==> config.mk <==
export PLATFORM = sky130hd
export DESIGN_NAME = hb_interp_fir
export DESIGN_NICKNAME = d
export VERILOG_FILES = /design/src/rtl/hb_interp_fir.sv
export SDC_FILE = /design/constraint.sdc
export NUM_CORES = 1
export LEC_CHECK = 0
export BUFFER_PORTS_ARGS = -buffer_cell sky130_fd_sc_hd__buf_2
export CORE_MARGIN = 3
export CORE_UTILIZATION = 60
export CTS_CLUSTER_SIZE = 8
export DETAILED_ROUTE_END_ITERATION = 10
export GPL_ROUTABILITY_DRIVEN = 1
export GPL_TIMING_DRIVEN = 0
export PLACE_DENSITY_LB_ADDON = 0.12
export SLEW_MARGIN = 25
export SYNTH_ARGS = -nofsm -noshare
export SYNTH_HDL_FRONTEND = slang
export SYNTH_SLANG_ARGS = --single-unit
==> constraint.sdc <==
create_clock -name i_clock -period 18.54 [get_ports i_clock]
set_clock_uncertainty 0.05 [all_clocks]
set_input_delay 2.781 -clock i_clock [delete_from_list [all_inputs] [get_ports i_clock]]
set_output_delay 2.781 -clock i_clock [all_outputs]
set_load 0.03 [all_outputs]
==> src/rtl/hb_interp_fir.sv <==
// Halfband interpolate-by-2 FIR for complex I/Q samples.
// Every accepted input produces two outputs: the even phase is the centre
// tap (d3, unity gain) and the odd phase is a 6-tap symmetric FIR with
// round-half-up and saturation. I and Q share one ACCEPT/HOLD controller.
module hb_interp_fir #(
    parameter int WIDTH = 16
) (
    input  logic                    i_clock,
    input  logic                    i_reset,
    input  logic signed [WIDTH-1:0] i_inph_data,
    input  logic signed [WIDTH-1:0] i_quad_data,
    input  logic                    i_valid,
    output logic                    o_ready,
    output logic signed [WIDTH-1:0] o_inph_data,
    output logic signed [WIDTH-1:0] o_quad_data,
    output logic                    o_valid
);

    localparam int ACC_W = WIDTH + 10;

    localparam logic signed [ACC_W-1:0] C_OUT = ACC_W'(3);
    localparam logic signed [ACC_W-1:0] C_MID = ACC_W'(25);
    localparam logic signed [ACC_W-1:0] C_CTR = ACC_W'(150);
    localparam logic signed [ACC_W-1:0] C_RND = ACC_W'(128);

    localparam logic signed [ACC_W-1:0] SAT_MAX = {{(ACC_W-WIDTH+1){1'b0}}, {(WIDTH-1){1'b1}}};
    localparam logic signed [ACC_W-1:0] SAT_MIN = {{(ACC_W-WIDTH+1){1'b1}}, {(WIDTH-1){1'b0}}};

    typedef enum logic {
        ST_ACCEPT,
        ST_HOLD
    } state_t;

    state_t r_state;
    state_t w_state_nxt;
    logic   w_accept;

    logic signed [WIDTH-1:0] r_inph_dly [6];
    logic signed [WIDTH-1:0] r_quad_dly [6];

    logic                    r_odd_pend;
    logic                    r_valid;
    logic signed [WIDTH-1:0] r_inph_out;
    logic signed [WIDTH-1:0] r_quad_out;

    logic signed [WIDTH-1:0] w_inph_odd;
    logic signed [WIDTH-1:0] w_quad_odd;

    function automatic logic signed [ACC_W-1:0] sx(input logic signed [WIDTH-1:0] v);
        return {{(ACC_W-WIDTH){v[WIDTH-1]}}, v};
    endfunction

    // Odd phase: (3*(d0+d5) - 25*(d1+d4) + 150*(d2+d3) + 128) >>> 8, saturated.
    function automatic logic signed [WIDTH-1:0] odd_phase(
        input logic signed [WIDTH-1:0] d0,
        input logic signed [WIDTH-1:0] d1,
        input logic signed [WIDTH-1:0] d2,
        input logic signed [WIDTH-1:0] d3,
        input logic signed [WIDTH-1:0] d4,
        input logic signed [WIDTH-1:0] d5
    );
        logic signed [ACC_W-1:0] acc;
        logic signed [ACC_W-1:0] shr;
        logic signed [WIDTH-1:0] res;
        acc = C_OUT * (sx(d0) + sx(d5))
            - C_MID * (sx(d1) + sx(d4))
            + C_CTR * (sx(d2) + sx(d3))
            + C_RND;
        shr = acc >>> 8;
        if (shr > SAT_MAX) begin
            res = SAT_MAX[WIDTH-1:0];
        end else if (shr < SAT_MIN) begin
            res = SAT_MIN[WIDTH-1:0];
        end else begin
            res = shr[WIDTH-1:0];
        end
        return res;
    endfunction

    assign w_inph_odd = odd_phase(r_inph_dly[0], r_inph_dly[1], r_inph_dly[2],
                                  r_inph_dly[3], r_inph_dly[4], r_inph_dly[5]);
    assign w_quad_odd = odd_phase(r_quad_dly[0], r_quad_dly[1], r_quad_dly[2],
                                  r_quad_dly[3], r_quad_dly[4], r_quad_dly[5]);

    assign w_accept = i_valid & o_ready;

    // Controller state register.
    always_ff @(posedge i_clock) begin
        if (i_reset) begin
            r_state <= ST_ACCEPT;
        end else begin
            r_state <= w_state_nxt;
        end
    end

    // Next state and ready: accept in ACCEPT, then one mandatory HOLD cycle.
    always_comb begin
        w_state_nxt = r_state;
        o_ready     = 1'b0;
        case (r_state)
            ST_ACCEPT: begin
                o_ready = ~i_reset;
                if (i_valid && !i_reset) begin
                    w_state_nxt = ST_HOLD;
                end
            end
            ST_HOLD: begin
                w_state_nxt = ST_ACCEPT;
            end
            default: begin
                w_state_nxt = ST_ACCEPT;
            end
        endcase
    end

    // Delay lines and output phases. The HOLD cycle registers the even output;
    // the following cycle registers the odd output from the same, still
    // unshifted, delay line (the next shift lands on that same edge at the earliest).
    always_ff @(posedge i_clock) begin
        if (i_reset) begin
            r_inph_dly <= '{default: '0};
            r_quad_dly <= '{default: '0};
            r_odd_pend <= 1'b0;
            r_valid    <= 1'b0;
            r_inph_out <= '0;
            r_quad_out <= '0;
        end else begin
            if (w_accept) begin
                r_inph_dly[0] <= i_inph_data;
                r_quad_dly[0] <= i_quad_data;
                for (int unsigned k = 1; k < 6; k++) begin
                    r_inph_dly[k] <= r_inph_dly[k-1];
                    r_quad_dly[k] <= r_quad_dly[k-1];
                end
            end
            r_valid    <= 1'b0;
            r_odd_pend <= 1'b0;
            if (r_state == ST_HOLD) begin
                r_valid    <= 1'b1;
                r_odd_pend <= 1'b1;
                r_inph_out <= r_inph_dly[3];
                r_quad_out <= r_quad_dly[3];
            end else if (r_odd_pend) begin
                r_valid    <= 1'b1;
                r_inph_out <= w_inph_odd;
                r_quad_out <= w_quad_odd;
            end
        end
    end

    assign o_valid     = r_valid;
    assign o_inph_data = r_inph_out;
    assign o_quad_data = r_quad_out;

endmodule

======== After elaboration in Yosys (flattened, before gate mapping) ========
Cells that the tools add are included.
word-level totals
  bits in registers ....................... 227
  input bits .............................. 35
  output and inout bits ................... 34
  word-level logic and storage cells ...... 59
cells by class
  add/subtract/negate cells ............... 12
  multipliers ............................. 6
  order comparisons ....................... 4
  muxes and demuxes ....................... 14
  bitwise gates (word level) .............. 3
  reduce and logical (&&, ||, !) cells .... 3
operators by type and width
  kind                   count
  $mux 16                8
  $add 16x16->17         6
  $add 24x26->26         2
  $add 26x9->26 const B  2
  $mul 8x17->25 const A  2
  $sub 20x23->24         2
  $mul 6x17->23 const A  2
  $mul 3x17->20 const A  2
  $gt 18x16->1 const B   2
  $lt 18x16->1 const B   2
  $mux 1                 5
  $not 1->1              2
  $pmux 1 s2             1
  $reduce_bool 2->1      1
  $and 1x1->1            1
  $logic_and 1x1->1      1
  $logic_not 1->1        1

======== Longest topological paths before layout ========
  depth after elaboration ................. 10
  mapped depth ............................ 46
  gate-level depth less buffers ........... 45

======== Least setup slack after synthesis ========
OpenSTA, ideal clock, no wires.
  path kind ............................... register to register
  from .................................... register r_inph_dly[33] (netlist name)
  to ...................................... register r_inph_out[8], in the netlist o_inph_data[8]
  setup time .............................. 0.151 ns
  data arrival time ....................... 9.958 ns
  required time ........................... 18.339 ns
  path slack .............................. 8.381 ns
  stages on the path, launching flop included .. 46
  path buffers ............................ 1
  clock period less this slack ............ 10.159 ns
  path through ............................ dfxtp_1 ha_1 a21o_1 a21oi_1 o21bai_1 a21oi_1 o21bai_1 a21oi_1 o21bai_1 a2111o_1 a31o_2 a21oi_1 xnor2_1 ha_1 fa_1 inv_1 fa_1 inv_1 [... 10 more ...] inv_1 fa_1 fa_1 inv_1 ha_1 inv_1 o21bai_1 a21o_1 a21o_1 a21oi_1 o41ai_2 o31ai_1 xnor2_1 xnor3_2 a21o_4 buf_6 a211oi_1 o31ai_1
between the ends
  cells in the longest elaborated chain, start to end .. 9
  elaborated cells between the ends (all ways) .. 10
  those cells by class .................... add/sub: 3; mul: 1; order compare: 2; mux: 4
ends and longest elaborated chain
  item                             line  RTL
  start, declared                  38    logic signed [WIDTH-1:0] r_inph_dly [6];
  start signal, assigned by index  132   r_inph_dly[k] <= r_inph_dly[k-1];
  $add 16x16->17 (*)               67    + C_CTR * (sx(d2) + sx(d3))
  $mul 8x17->25 (*)                67
  $add 24x26->26 (*)               67
  $add 26x9->26 (*)                68    + C_RND;
  $lt 18x16->1                     72    end else if (shr < SAT_MIN) begin
  $mux 16                          72
  $mux 16 (*)                      70    if (shr > SAT_MAX) begin
  $mux 16 (*)                      143   end else if (r_odd_pend) begin
  $mux 16 (*)                      138   if (r_state == ST_HOLD) begin
  end signal, assigned             141   r_inph_out <= r_inph_dly[3];
  end signal, assigned             145   r_inph_out <= w_inph_odd;
  end, declared                    43    logic signed [WIDTH-1:0] r_inph_out;
Mark *: on every way between the ends. The rest lies on a longest branch, timed or not. The select of a mux whose other input is x is not followed.
A chain may end at the register's enable or synchronous reset.

======== Worst setup path after layout ========
  from .................................... register r_inph_dly[33] (netlist name)
  to ...................................... register r_inph_out[11], in the netlist o_inph_data[11]
Same word-level chain as after synthesis.

==> metrics <==
Worst Tran Pin Value 0.8923 ns; Clock power frac 0.184; max frequency 86.46 MHz; post-synth top area cell ha_1; PwrDens 113.9 nW/um2; Max Cap Viol 0; ant diodes 0; RSZ-0062 raised after global routing false; main area contributors after synthesis ha_1 21%, fa_1 19%, dfxtp_1 18%; net switching power 0.001431 W; setup tns final 0 ns; total die area 43820 um2; GRT overflow 0; final WL 65.19 mm; Residual DRC 0; Net Sw Frac 0.4703; largest net degree at the start of global routing 13; Final Hold Fails 0; cell mode on critical path a21oi_1; startpoint type of the worst setup path register; Slowest-stage cell, CP or4b_2; CTS tree yes; CTS sink cnt 227; Cell Area, Synth 24810 um2; io pins 69; met2 global-route usage 0.5445; Logic pwr share 0.635; Hold Slack 0.3940 ns; Synth cell types 71; max_slew headroom 0.4051; Final period util 0.6238; vias 19900; starting utilization of the core area 0.6158; final core occ 0.6633; ANT nets after route 0; root buf cell clkbuf_16; Die Wd 209.3 um; Required @ worst endpoint 18.86 ns; Critical Path End Type register; core footprint 40280 um2; CP arrival 11.89 ns; Reg clk slew, reported paths 0.06 ns; vias in the first global route 21180; P_int 0.001612 W; Via-to-Cell Ratio 5.580; Final nets 3716; H-tree Lvls 2; GPL Wtd Cong 0.9228; met1 usage 0.3655; Flop pwr share 0.180; Tmin final 11.57 ns; global-route wire length before repair 107.3 mm; WL/cell 18.28 um; Port Buffers 67; initial antenna violation count 0; cell row count 73; CTS resizes 0; Syn Inst Count 2936; Mapped Avg Cell Area 8.449 um2; Post-synth EDFFs 0; asr flop ratio synth 0; worst-path fanout max 10; LEAKAGE 13.33 nW; clk buf depth 3; drt pass-1 iters 6; VDD IR-drop max 0.1118 mV; Hold WC Path Type reg2reg; Post-CTS Setup Repair Bufs 0; post-synth top area share 0.2078; status complete, no violations; Mapped Nets 3613; type of the worst setup path reg2reg; Syn. warnings 0; First DRT Iteration DRCs 962; total global-route track usage 0.3031; layout cells sized above 1 0.04997; sequential area share after synthesis 0.1832; Chip Height 209.3 um; clk_lat worst skew 0.53 ns; hpwl dp 55.32 mm; # setup viols final 0; count leader, synth inv_1; Pins Over Slew Limit 0; Yosys reg bits 227; Post-synth top flop dfxtp_1; met3 Usage GRT 0.03169; gr busiest metal met2; Hold-fix buffers, CTS 0; Commonest cells post-synth 526 x inv_1, 450 x nand2_1, 412 x ha_1; CTS Buf Count 34; Area growth syn-to-layout 7.708%; Crit path largest cell delay 0.68 ns
## critical path: cells and delay by family, from the launching register on
| kind | cells | cell delay (ns) |
|---|---|---|
| xor+xnor | 4 | 1.16 |
| fa+ha+maj | 10 | 4.14 |
| buf+inv | 6 | 0.50 |
| compound gates | 22 | 4.35 |
| flops | 1 | 0.33 |
| simple gates | 3 | 0.89 |
## power by group through the flow
stage / clock network, W / logic [W] / registers (W)
6_report: 0.000561 / 0.00193 / 0.000549
5_1_grt: 0.000582 / 0.00216 / 0.000550
4_1_cts: 0.000562 / 0.00192 / 0.000548
3_5_place_dp: 0 / 0.00190 / 0.000557
3_3_place_gp: 0 / 0.00186 / 0.000557
2_1_floorplan: 0 / 0.00138 / 0.000583
## final timing paths
kind	startpoint	end	slack [ns]	cells after the start
setup reg to reg	r_inph_dly[33]$_SDFFE_PP0P_	o_inph_data[11]$_SDFFE_PP0P_	6.97	45
hold / removal	o_quad_data[12]$_SDFFE_PP0P_	o_quad_data[12]$_SDFFE_PP0P_	0.39	2
setup / recovery	r_inph_dly[33]$_SDFFE_PP0P_	o_inph_data[11]$_SDFFE_PP0P_	6.97	45
hold reg to reg	o_quad_data[12]$_SDFFE_PP0P_	o_quad_data[12]$_SDFFE_PP0P_	0.39	2
## cell type report
type	count	area, um2
buffer	82	331.6
clock buffer	35	854.6
clock inverter	4	63.81
fill	3420	13560
inverter	527	1978
multi-input combinational	2100	17950
sequential	227	4544
tap	525	656.9
timing repair buffer	67	335.3
## metrics by stage
stage	cells	power, W	setup WS [ns]	cell area [um2]
after floorplan	2936	0.001964	8.381	24810
after global placement	3528	0.002418	7.191	25800
after detailed placement	3528	0.002460	7.048	25800
after CTS	3567	0.003034	6.976	26720
after global routing	3567	0.003289	6.234	26720
final	3567	0.003044	6.974	26720
## state kept, by name, summed over array words and instances (netlist names)
name	cells
r_odd_pend	1
r_quad_dly	96
r_inph_dly	96
o_quad_data	16
o_inph_data	16
o_valid	1
r_state	1
## placed cells by master (no fill, tap or decap), drive strengths merged, types with 3 or more instances in the layout
cell type,count
o21ai,273
a21oi,134
dfxtp,227
ha,412
a31oi,14
xnor2,127
a211oi,11
and2,7
and3,12
a2111oi,13
buf,74
a31o,6
nand2,455
xor2,43
o21a,19
o31ai,15
o2111ai,5
o21bai,31
nor2,94
mux2i,3
nand3,22
a21bo,3
o211ai,7
a21o,30
nor3,35
or2,5
nand4,7
nor2b,12
a21boi,9
a2111o,3
nand2b,19
clkbuf,110
o22ai,6
or3,7
o41ai,6
inv,529
fa,230
## logic make-up after synthesis
group,after synthesis,share of synthesized area
compound gates,604,0.1531
xor+xnor,172,0.06189
fa+ha+maj,642,0.3934
simple gates,679,0.1140
buf+inv,609,0.09306
mux,3,0.001211
flops,227,0.1832
## metal layers
| layer | routed length, um | vias up | part of all wire |
|---|---|---|---|
| li1 | - | 9748 | - |
| met1 | 26540 | 9511 | 0.41 |
| met2 | 32660 | 460 | 0.50 |
| met3 | 2605 | 184 | 0.040 |
| met4 | 3385 | 0 | 0.052 |
| met5 | 0 | - | 0 |
(Power assumes the default switching activity.)
